===== src/rtl/l1_cache_pkg.sv =====
// Shared types for the LC-3b L1 cache: the CPU word type, the controller
// state encoding and helpers that derive address-field widths from the
// cache geometry.
package lc3b_types;
    typedef logic [15:0] lc3b_word;
endpackage

package cache_types;
    typedef lc3b_types::lc3b_word lc3b_word;

    typedef enum logic [1:0] {
        IDLE,
        WRITEBACK,
        FILL
    } cache_state_t;

    localparam int ADDR_W = 16;

    // Byte-offset width inside a line.
    function automatic int offset_w(input int line_bytes);
        return $clog2(line_bytes);
    endfunction

    // Set-index width.
    function automatic int index_w(input int sets);
        return $clog2(sets);
    endfunction

    // Tag width: whatever address bits remain above index and offset.
    function automatic int tag_w(input int sets, input int line_bytes);
        return ADDR_W - $clog2(sets) - $clog2(line_bytes);
    endfunction
endpackage


===== src/rtl/l1_cache_if.sv =====
// Bus bundle between the cache and its environment: the LC-3b word port on
// one side and the physical line port on the other. The slave modport is the
// cache; the master modport is the CPU plus physical memory.
interface l1_cache_if
    import cache_types::*;
#(
    parameter int LINE_BYTES = 16
);
    logic                      mem_read;
    logic                      mem_write;
    logic [1:0]                mem_byte_enable;
    lc3b_word                  mem_address;
    lc3b_word                  mem_wdata;
    lc3b_word                  mem_rdata;
    logic                      mem_resp;

    logic                      pmem_read;
    logic                      pmem_write;
    lc3b_word                  pmem_address;
    logic [LINE_BYTES*8-1:0]   pmem_wdata;
    logic [LINE_BYTES*8-1:0]   pmem_rdata;
    logic                      pmem_resp;

    modport master (
        output mem_read, mem_write, mem_byte_enable, mem_address, mem_wdata,
        input  mem_rdata, mem_resp,
        input  pmem_read, pmem_write, pmem_address, pmem_wdata,
        output pmem_rdata, pmem_resp
    );

    modport slave (
        input  mem_read, mem_write, mem_byte_enable, mem_address, mem_wdata,
        output mem_rdata, mem_resp,
        output pmem_read, pmem_write, pmem_address, pmem_wdata,
        input  pmem_rdata, pmem_resp
    );
endinterface


===== src/rtl/l1_cache_control.sv =====
// Cache controller FSM: decides hit/miss handling and drives the CPU
// response and the physical read/write handshakes. Handshake outputs are
// decoded from the state so an asynchronous reset drops them at once.
module cache_control
    import cache_types::*;
(
    input  logic         clk,
    input  logic         rst,
    input  logic         req,
    input  logic         hit,
    input  logic         victim_dirty,
    input  logic         pmem_resp,
    output logic         mem_resp,
    output logic         pmem_read,
    output logic         pmem_write,
    output logic         fill_done,
    output cache_state_t state
);
    cache_state_t next_state;

    // State register.
    always_ff @(posedge clk or posedge rst) begin
        if (rst) begin
            state <= IDLE;
        end else begin
            state <= next_state;
        end
    end

    // Next-state decode and handshake outputs.
    always_comb begin
        next_state = state;
        mem_resp   = 1'b0;
        pmem_read  = 1'b0;
        pmem_write = 1'b0;
        fill_done  = 1'b0;
        case (state)
            IDLE: begin
                if (req) begin
                    if (hit) begin
                        mem_resp = 1'b1;
                    end else if (victim_dirty) begin
                        next_state = WRITEBACK;
                    end else begin
                        next_state = FILL;
                    end
                end
            end
            WRITEBACK: begin
                pmem_write = 1'b1;
                if (pmem_resp) begin
                    next_state = FILL;
                end
            end
            FILL: begin
                pmem_read = 1'b1;
                if (pmem_resp) begin
                    fill_done  = 1'b1;
                    next_state = IDLE;
                end
            end
            default: next_state = IDLE;
        endcase
    end
endmodule


===== src/rtl/l1_cache.sv =====
// Write-back, write-allocate, N-way set-associative L1 cache for the LC-3b
// memory port. Holds the tag/data/valid/dirty arrays, the per-set LRU ages,
// tag compare, victim choice and word/byte muxing; sequencing lives in
// cache_control.
module l1_cache
    import cache_types::*;
#(
    parameter int SETS       = 8,
    parameter int WAYS       = 2,
    parameter int LINE_BYTES = 16
) (
    input logic       clk,
    input logic       rst,
    l1_cache_if.slave bus
);
    localparam int OFFSET_W = offset_w(LINE_BYTES);
    localparam int INDEX_W  = index_w(SETS);
    localparam int TAG_W    = tag_w(SETS, LINE_BYTES);
    localparam int WORDS    = LINE_BYTES / 2;
    localparam int WSEL_W   = OFFSET_W - 1;
    localparam int AGE_W    = (WAYS > 1) ? $clog2(WAYS) : 1;
    localparam int WAY_W    = AGE_W;

    logic [TAG_W-1:0]   tags  [WAYS][SETS];
    lc3b_word           lines [WAYS][SETS][WORDS];
    logic               valid [SETS][WAYS];
    logic               dirty [SETS][WAYS];
    logic [AGE_W-1:0]   ages  [SETS][WAYS];

    logic [WSEL_W-1:0]  word_sel;
    logic [INDEX_W-1:0] req_index;
    logic [TAG_W-1:0]   req_tag;
    logic               req;
    logic               is_write;
    logic               hit;
    logic [WAY_W-1:0]   hit_way;
    logic [WAY_W-1:0]   victim;
    logic               victim_dirty;
    logic               mem_resp;
    logic               fill_done;
    cache_state_t       state;

    // Miss context, frozen while the controller is away from IDLE so a
    // changing CPU address cannot redirect an in-flight line transfer.
    logic [INDEX_W-1:0] miss_index;
    logic [TAG_W-1:0]   miss_tag;
    logic [WAY_W-1:0]   miss_way;

    logic               unused_bits;

    assign word_sel    = bus.mem_address[OFFSET_W-1:1];
    assign req_index   = bus.mem_address[OFFSET_W +: INDEX_W];
    assign req_tag     = bus.mem_address[ADDR_W-1 -: TAG_W];
    assign req         = bus.mem_read | bus.mem_write;
    assign is_write    = bus.mem_write;
    assign unused_bits = bus.mem_address[0];

    // Tag compare across all ways of the addressed set.
    always_comb begin
        hit     = 1'b0;
        hit_way = '0;
        for (int w = 0; w < WAYS; w++) begin
            if (valid[req_index][w] && (tags[w][req_index] == req_tag)) begin
                hit     = 1'b1;
                hit_way = WAY_W'(w);
            end
        end
    end

    // Victim: lowest-numbered invalid way, else the oldest way.
    always_comb begin
        logic found;
        victim = '0;
        found  = 1'b0;
        for (int w = WAYS - 1; w >= 0; w--) begin
            if (!valid[req_index][w]) begin
                victim = WAY_W'(w);
                found  = 1'b1;
            end
        end
        if (!found) begin
            for (int w = 0; w < WAYS; w++) begin
                if (ages[req_index][w] == AGE_W'(WAYS - 1)) begin
                    victim = WAY_W'(w);
                end
            end
        end
    end

    assign victim_dirty = valid[req_index][victim] && dirty[req_index][victim];

    cache_control u_control (
        .clk          (clk),
        .rst          (rst),
        .req          (req),
        .hit          (hit),
        .victim_dirty (victim_dirty),
        .pmem_resp    (bus.pmem_resp),
        .mem_resp     (mem_resp),
        .pmem_read    (bus.pmem_read),
        .pmem_write   (bus.pmem_write),
        .fill_done    (fill_done),
        .state        (state)
    );

    assign bus.mem_resp  = mem_resp;
    assign bus.mem_rdata = lines[hit_way][req_index][word_sel];

    assign bus.pmem_address = (state == WRITEBACK)
        ? {tags[miss_way][miss_index], miss_index, {OFFSET_W{1'b0}}}
        : {miss_tag, miss_index, {OFFSET_W{1'b0}}};

    // Victim line flattened onto the physical write bus.
    always_comb begin
        bus.pmem_wdata = '0;
        for (int k = 0; k < WORDS; k++) begin
            bus.pmem_wdata[k*16 +: 16] = lines[miss_way][miss_index][k];
        end
    end

    // Capture the miss context on every IDLE cycle; it holds once we leave.
    always_ff @(posedge clk) begin
        if (state == IDLE) begin
            miss_index <= req_index;
            miss_tag   <= req_tag;
            miss_way   <= victim;
        end
    end

    // Line status and LRU ages; reset invalidates everything.
    always_ff @(posedge clk or posedge rst) begin
        if (rst) begin
            for (int s = 0; s < SETS; s++) begin
                for (int w = 0; w < WAYS; w++) begin
                    valid[s][w] <= 1'b0;
                    dirty[s][w] <= 1'b0;
                    ages[s][w]  <= AGE_W'(WAYS - 1 - w);
                end
            end
        end else if (fill_done) begin
            valid[miss_index][miss_way] <= 1'b1;
            dirty[miss_index][miss_way] <= 1'b0;
        end else if (mem_resp) begin
            if (is_write && (bus.mem_byte_enable != 2'b00)) begin
                dirty[req_index][hit_way] <= 1'b1;
            end
            for (int w = 0; w < WAYS; w++) begin
                if (WAY_W'(w) == hit_way) begin
                    ages[req_index][w] <= '0;
                end else if (ages[req_index][w] < ages[req_index][hit_way]) begin
                    ages[req_index][w] <= ages[req_index][w] + 1'b1;
                end
            end
        end
    end

    // Tag and data storage: line fills and byte-lane write hits.
    always_ff @(posedge clk) begin
        if (fill_done) begin
            tags[miss_way][miss_index] <= miss_tag;
            for (int k = 0; k < WORDS; k++) begin
                lines[miss_way][miss_index][k] <= bus.pmem_rdata[k*16 +: 16];
            end
        end else if (mem_resp && is_write) begin
            if (bus.mem_byte_enable[0]) begin
                lines[hit_way][req_index][word_sel][7:0] <= bus.mem_wdata[7:0];
            end
            if (bus.mem_byte_enable[1]) begin
                lines[hit_way][req_index][word_sel][15:8] <= bus.mem_wdata[15:8];
            end
        end
    end
endmodule

===== src/flat_wrapper.sv =====
// flat-port wrapper written by rule: the top's interface ports become plain ports
module l1_cache_flat import cache_types::*;
#(
    parameter int SETS       = 8,
    parameter int WAYS       = 2,
    parameter int LINE_BYTES = 16
)
  (clk, rst, bus_mem_read, bus_mem_write, bus_mem_byte_enable, bus_mem_address, bus_mem_wdata, bus_mem_rdata, bus_mem_resp, bus_pmem_read, bus_pmem_write, bus_pmem_address, bus_pmem_wdata, bus_pmem_rdata, bus_pmem_resp);
  l1_cache_if #(.LINE_BYTES(LINE_BYTES)) bus_i ();
  input logic clk;
  input logic rst;
  input wire logic [$bits(bus_i.mem_read)-1:0] bus_mem_read;
  input wire logic [$bits(bus_i.mem_write)-1:0] bus_mem_write;
  input wire logic [$bits(bus_i.mem_byte_enable)-1:0] bus_mem_byte_enable;
  input wire logic [$bits(bus_i.mem_address)-1:0] bus_mem_address;
  input wire logic [$bits(bus_i.mem_wdata)-1:0] bus_mem_wdata;
  output wire logic [$bits(bus_i.mem_rdata)-1:0] bus_mem_rdata;
  output wire logic [$bits(bus_i.mem_resp)-1:0] bus_mem_resp;
  output wire logic [$bits(bus_i.pmem_read)-1:0] bus_pmem_read;
  output wire logic [$bits(bus_i.pmem_write)-1:0] bus_pmem_write;
  output wire logic [$bits(bus_i.pmem_address)-1:0] bus_pmem_address;
  output wire logic [$bits(bus_i.pmem_wdata)-1:0] bus_pmem_wdata;
  input wire logic [$bits(bus_i.pmem_rdata)-1:0] bus_pmem_rdata;
  input wire logic [$bits(bus_i.pmem_resp)-1:0] bus_pmem_resp;
  assign bus_i.mem_read = bus_mem_read;
  assign bus_i.mem_write = bus_mem_write;
  assign bus_i.mem_byte_enable = bus_mem_byte_enable;
  assign bus_i.mem_address = bus_mem_address;
  assign bus_i.mem_wdata = bus_mem_wdata;
  assign bus_mem_rdata = bus_i.mem_rdata;
  assign bus_mem_resp = bus_i.mem_resp;
  assign bus_pmem_read = bus_i.pmem_read;
  assign bus_pmem_write = bus_i.pmem_write;
  assign bus_pmem_address = bus_i.pmem_address;
  assign bus_pmem_wdata = bus_i.pmem_wdata;
  assign bus_i.pmem_rdata = bus_pmem_rdata;
  assign bus_i.pmem_resp = bus_pmem_resp;
  l1_cache #(.SETS(SETS), .WAYS(WAYS), .LINE_BYTES(LINE_BYTES)) u_core (.clk(clk), .rst(rst), .bus(bus_i));
endmodule

===== config.mk =====
export PLATFORM = sky130hd
export DESIGN_NAME = l1_cache_flat
export DESIGN_NICKNAME = d
export VERILOG_FILES = /design/src/rtl/l1_cache_pkg.sv /design/src/rtl/l1_cache_if.sv /design/src/rtl/l1_cache_control.sv /design/src/rtl/l1_cache.sv /design/src/flat_wrapper.sv
export SDC_FILE = /design/constraint.sdc
export NUM_CORES = 2
export LEC_CHECK = 0
export CELL_PAD_IN_SITES_DETAIL_PLACEMENT = 2
export CELL_PAD_IN_SITES_GLOBAL_PLACEMENT = 2
export CORE_MARGIN = 4
export CORE_UTILIZATION = 30
export CTS_CLUSTER_SIZE = 24
export DETAILED_ROUTE_END_ITERATION = 10
export PLACE_DENSITY_LB_ADDON = 0.12
export SYNTH_ARGS = -nofsm -noshare
export SYNTH_HDL_FRONTEND = slang
export SYNTH_HIERARCHICAL = 1
export SYNTH_SLANG_ARGS = --single-unit

===== constraint.sdc =====
create_clock -name clk -period 12.3 [get_ports clk]
set_clock_uncertainty 0.05 [all_clocks]
set_input_delay 2.46 -clock clk [delete_from_list [all_inputs] [get_ports clk]]
set_output_delay 2.46 -clock clk [all_outputs]
set_load 0.05 [all_outputs]

==> qor.txt <==
Status - finished, final reports clean
Synth unique cells - 74
Worst skew pair latency - 0.92 ns
Vias in the first global route - 85,400
Final Setup Violations - 0
Worst path required time - 9.79 ns
Final Power - 23.8 mW
Clock sink count - 2,256
H-tree depth - 5
Post-synth ARST share - 2.22%
Die W - 626 um
Design Area, Final - 0.135 mm2
Worst Path Buf+Inv - 6
Hold buffers post-CTS - 0
Cell family with most CP delay - simple AND/OR/NAND/NOR gates
Endpoint type of the worst setup path - primary output
GP Congestion - 0.921
Post-placement cell area - 0.127 mm2
Global routing's busiest layer - met2
# IOs - 330
Hold Path Depth - 1
DR vias/cell - 6.40
Max VDD drop - 128 uV
Synth warn - 6
Post-synthesis area per instance - 15.0 um2
Die area - 0.391 mm2
Fin crit period - 12.28 ns
Pin slew with the least headroom to its limit - 1.44 ns
Congestion Overflow GR - 0
Min-Delay Path Class - reg -> reg
Antenna viol nets, final - 0
Detailed placement HPWL - 438 mm
DR vias - 85,200
Max Cap Viol - 0
Pre-CTS setup slack - 0.142 ns
Critical Path Stages - 17
CTS Buffer Depth - 4
Share of cells above drive strength 1 - 28.6%
GR Util met2 - 48.5%
Overall Global Routing Usage - 32.2%
P per Cell Area - 176 mW/mm2
Reg clk slew, reported paths - 0.06 ns
RSZ-0062 raised after global routing - no
Ys flop type - edfxtp_1
Worst Slack Setup Final - 0.0194 ns
Worst setup path class - in -> out
Setup bufs post-CTS - 0
# nets final - 8,205
Die height - 626 um
CTS tree - yes
FF-to-FF Start - u_core/tags[1][16]
Met3 usage - 8.43%
Gate Count Post-Synth - 7,611
Flop and latch count out of synthesis - 2,256
Number of core rows - 226
Post_cts resized - 0
Detailed Routing Iterations Pass 1 - 6
Pins Over Slew Limit - 0
Seq/Total Area, Yosys - 59.0%
Layout area overhead - 18.3%
Worst Hold End - u_core/valid[11]
Slowest stage delay, CP - 0.82 ns
CP arrival - 9.77 ns
First-pass GRT wire length - 838 mm
HP Start - u_core/valid[11]
Worst reg2reg path depth - 19
Final core utilization - 35.7%
1st-iter DRT viols - 13,400
Number of synthesized flops with an enable pin - 2,205
Wire per inst - 48.4 um
# DRC - 0
Largest net degree at the start of global routing - 117
CP Cell Sequence - buf_4 > nor2b_4 > a22oi_1 > a21o_1 > a2111oi_1 > or4b_4 > nor2_4 > buf_12 > buf_12 > buf_12 > mux4_2 > mux2i_1 > o22ai_1 > nor2_1 > buf_4 > nand4_1 > buf_4
Buffers on Ports - 324
Endpoints failing hold - 0
Met1 Usage GRT - 43.5%
Post-synthesis cell area - 0.114 mm2
Root Buffer - clkbuf_16
Worst Path Max Fanout - 27
Slew HR - 3.83%
Lkg Pwr - 41.3 nW
Core area - 0.379 mm2
FF-to-FF setup slack - 5.52 ns
R2r endpoint - u_core/lines[1][196]
Initial antenna violation count - 114
Initial Util - 30.2%
Final WL - 644 mm
Slowest CP cell - nor2_1
CTS Buf Count - 285
Category of the worst setup path launch point - input pin
Max Fclk - 81.4 MHz
TNS Setup - 0 ns
Final period utilization - 99.8%
[worst max path at each step]
stage / endpoint / slack [ns] / from
2_1_floorplan: bus_mem_resp / 3.50 / bus_mem_address[5]
3_3_place_gp: bus_mem_rdata[4] / 0.11 / bus_mem_address[6]
3_5_place_dp: bus_mem_rdata[4] / 0.14 / bus_mem_address[6]
4_1_cts: bus_mem_rdata[4] / 0.11 / bus_mem_address[6]
5_1_grt: bus_mem_rdata[4] / 0.03 / bus_mem_address[6]
6_report: bus_mem_rdata[4] / 0.02 / bus_mem_address[6]
[cell families (layout without fill, tap and decap cells)]
logic type	after synthesis	count (layout)	synth area share [%]
AOI/OAI and AO/OA	1611	1611	7.84
xor gates and xnor gates	16	16	0.122
buffers and inverters	772	1404	3.30
DFF	2256	2256	59.0
muxes	1291	1291	23.9
other	1	48	0.00328
and+or+nand+nor	1664	1664	5.86
[area by class of cell]
cell class                      instances  area [um2]
Multi-Input combinational cell       4586       44800
Sequential cell                      2256       67500
Inverter                                7        31.3
Antenna cell                           44         110
Fill cell                           37700      244000
Clock buffer                          368        7660
Tap cell                             5016        6280
Clock inverter                        127         907
Timing Repair Buffer                  902        8130
[layer usage]
metal,vias to the layer above,wire length [um]
li1,31400,-
met1,47200,255000
met2,5457,285000
met3,1009,70100
met4,40,33600
met5,-,277
[where the power goes]
part | internal (mW) | switching [mW] | leakage (nW)
Clock | 4.59 | 3.49 | 4.16
Combinational | 2.46 | 4.28 | 16.6
Sequential | 8.78 | 0.179 | 20.5
Total | 15.8 | 7.94 | 41.3
[synth_stat cells (12+ instances only)]
master	count	area share, %
dfrtp_1	42	0.92
mux2i_1	122	1.1
nor2_1	392	1.3
o22ai_1	52	0.28
mux4_2	1151	23
nor3_1	34	0.15
buf_6	34	0.33
nand2_1	1081	3.5
a22o_1	15	0.11
and2_1	12	0.066
nand3_1	38	0.17
a221oi_1	32	0.24
a21oi_1	1252	5.5
buf_1	103	0.34
a22oi_1	164	1.1
mux2_2	18	0.18
buf_2	20	0.087
or2_2	18	0.098
clkbuf_1	465	1.5
nand4_1	30	0.16
buf_4	134	0.88
edfxtp_1	2205	58
o41ai_1	18	0.14
o21ai_0	12	0.052
[registers in the layout, summed over array words and instances, names as in the netlist, named ones only]
signal                  cells
u_core/miss_index           3
u_core/u_control/state      2
u_core/ages                16
u_core/miss_tag             9
u_core/miss_way             1
u_core/valid               16
u_core/tags               144
u_core/dirty               16
u_core/lines             2048
[cell usage in the layout (no fill, tap or decap), drive strengths merged, types with 7 or more instances in the layout]
master / netlist / final
and2: 12 / 12
or2: 18 / 18
mux2i: 122 / 122
dfrtp: 42 / 42
nand3: 38 / 38
nor2b: 12 / 12
a221oi: 33 / 33
bufinv: 0 / 10
clkinvlp: 0 / 7
buf: 299 / 597
o21ai: 15 / 15
o41ai: 18 / 18
diode: 0 / 44
nor4: 9 / 9
o31ai: 7 / 7
nand2: 1081 / 1081
dfstp: 8 / 8
nor3: 34 / 34
a21oi: 1252 / 1252
edfxtp: 2205 / 2205
clkinv: 1 / 100
o211ai: 10 / 10
o22ai: 52 / 52
clkdlybuf4s50: 0 / 305
nand4: 30 / 30
nor2: 394 / 394
a31oi: 9 / 9
a22oi: 164 / 164
a22o: 15 / 15
clkbuf: 466 / 368
xnor2: 10 / 10
inv: 6 / 17
mux2: 18 / 18
mux4: 1151 / 1151
[worst reg2reg max path, cell delays in order, from the launching register on]
cell and delay, ns:
edfxtp_1 0.39, mux4_2 0.47, mux2i_1 0.19, xor2_1 0.23, and3_1 0.45, buf_4 0.29
nand4b_1 0.24, o41ai_1 0.17, buf_4 0.21, nand2_1 0.06, nor3_1 0.41, nor2b_1 0.48
o211ai_1 0.44, buf_4 0.38, a21oi_4 0.74, buf_12 0.39, buf_12 0.39, buf_4 0.29
nor2_1 0.07, buf_4 0.21
[through the flow]
stage,hold WS (ns),instances
2_1_floorplan,0.383,7614
3_3_place_gp,0.397,12800
3_5_place_dp,0.405,12800
4_1_cts,0.422,13300
5_1_grt,0.430,13300
6_report,0.419,13300
No activity file was read; power rests on OpenSTA's default activity.
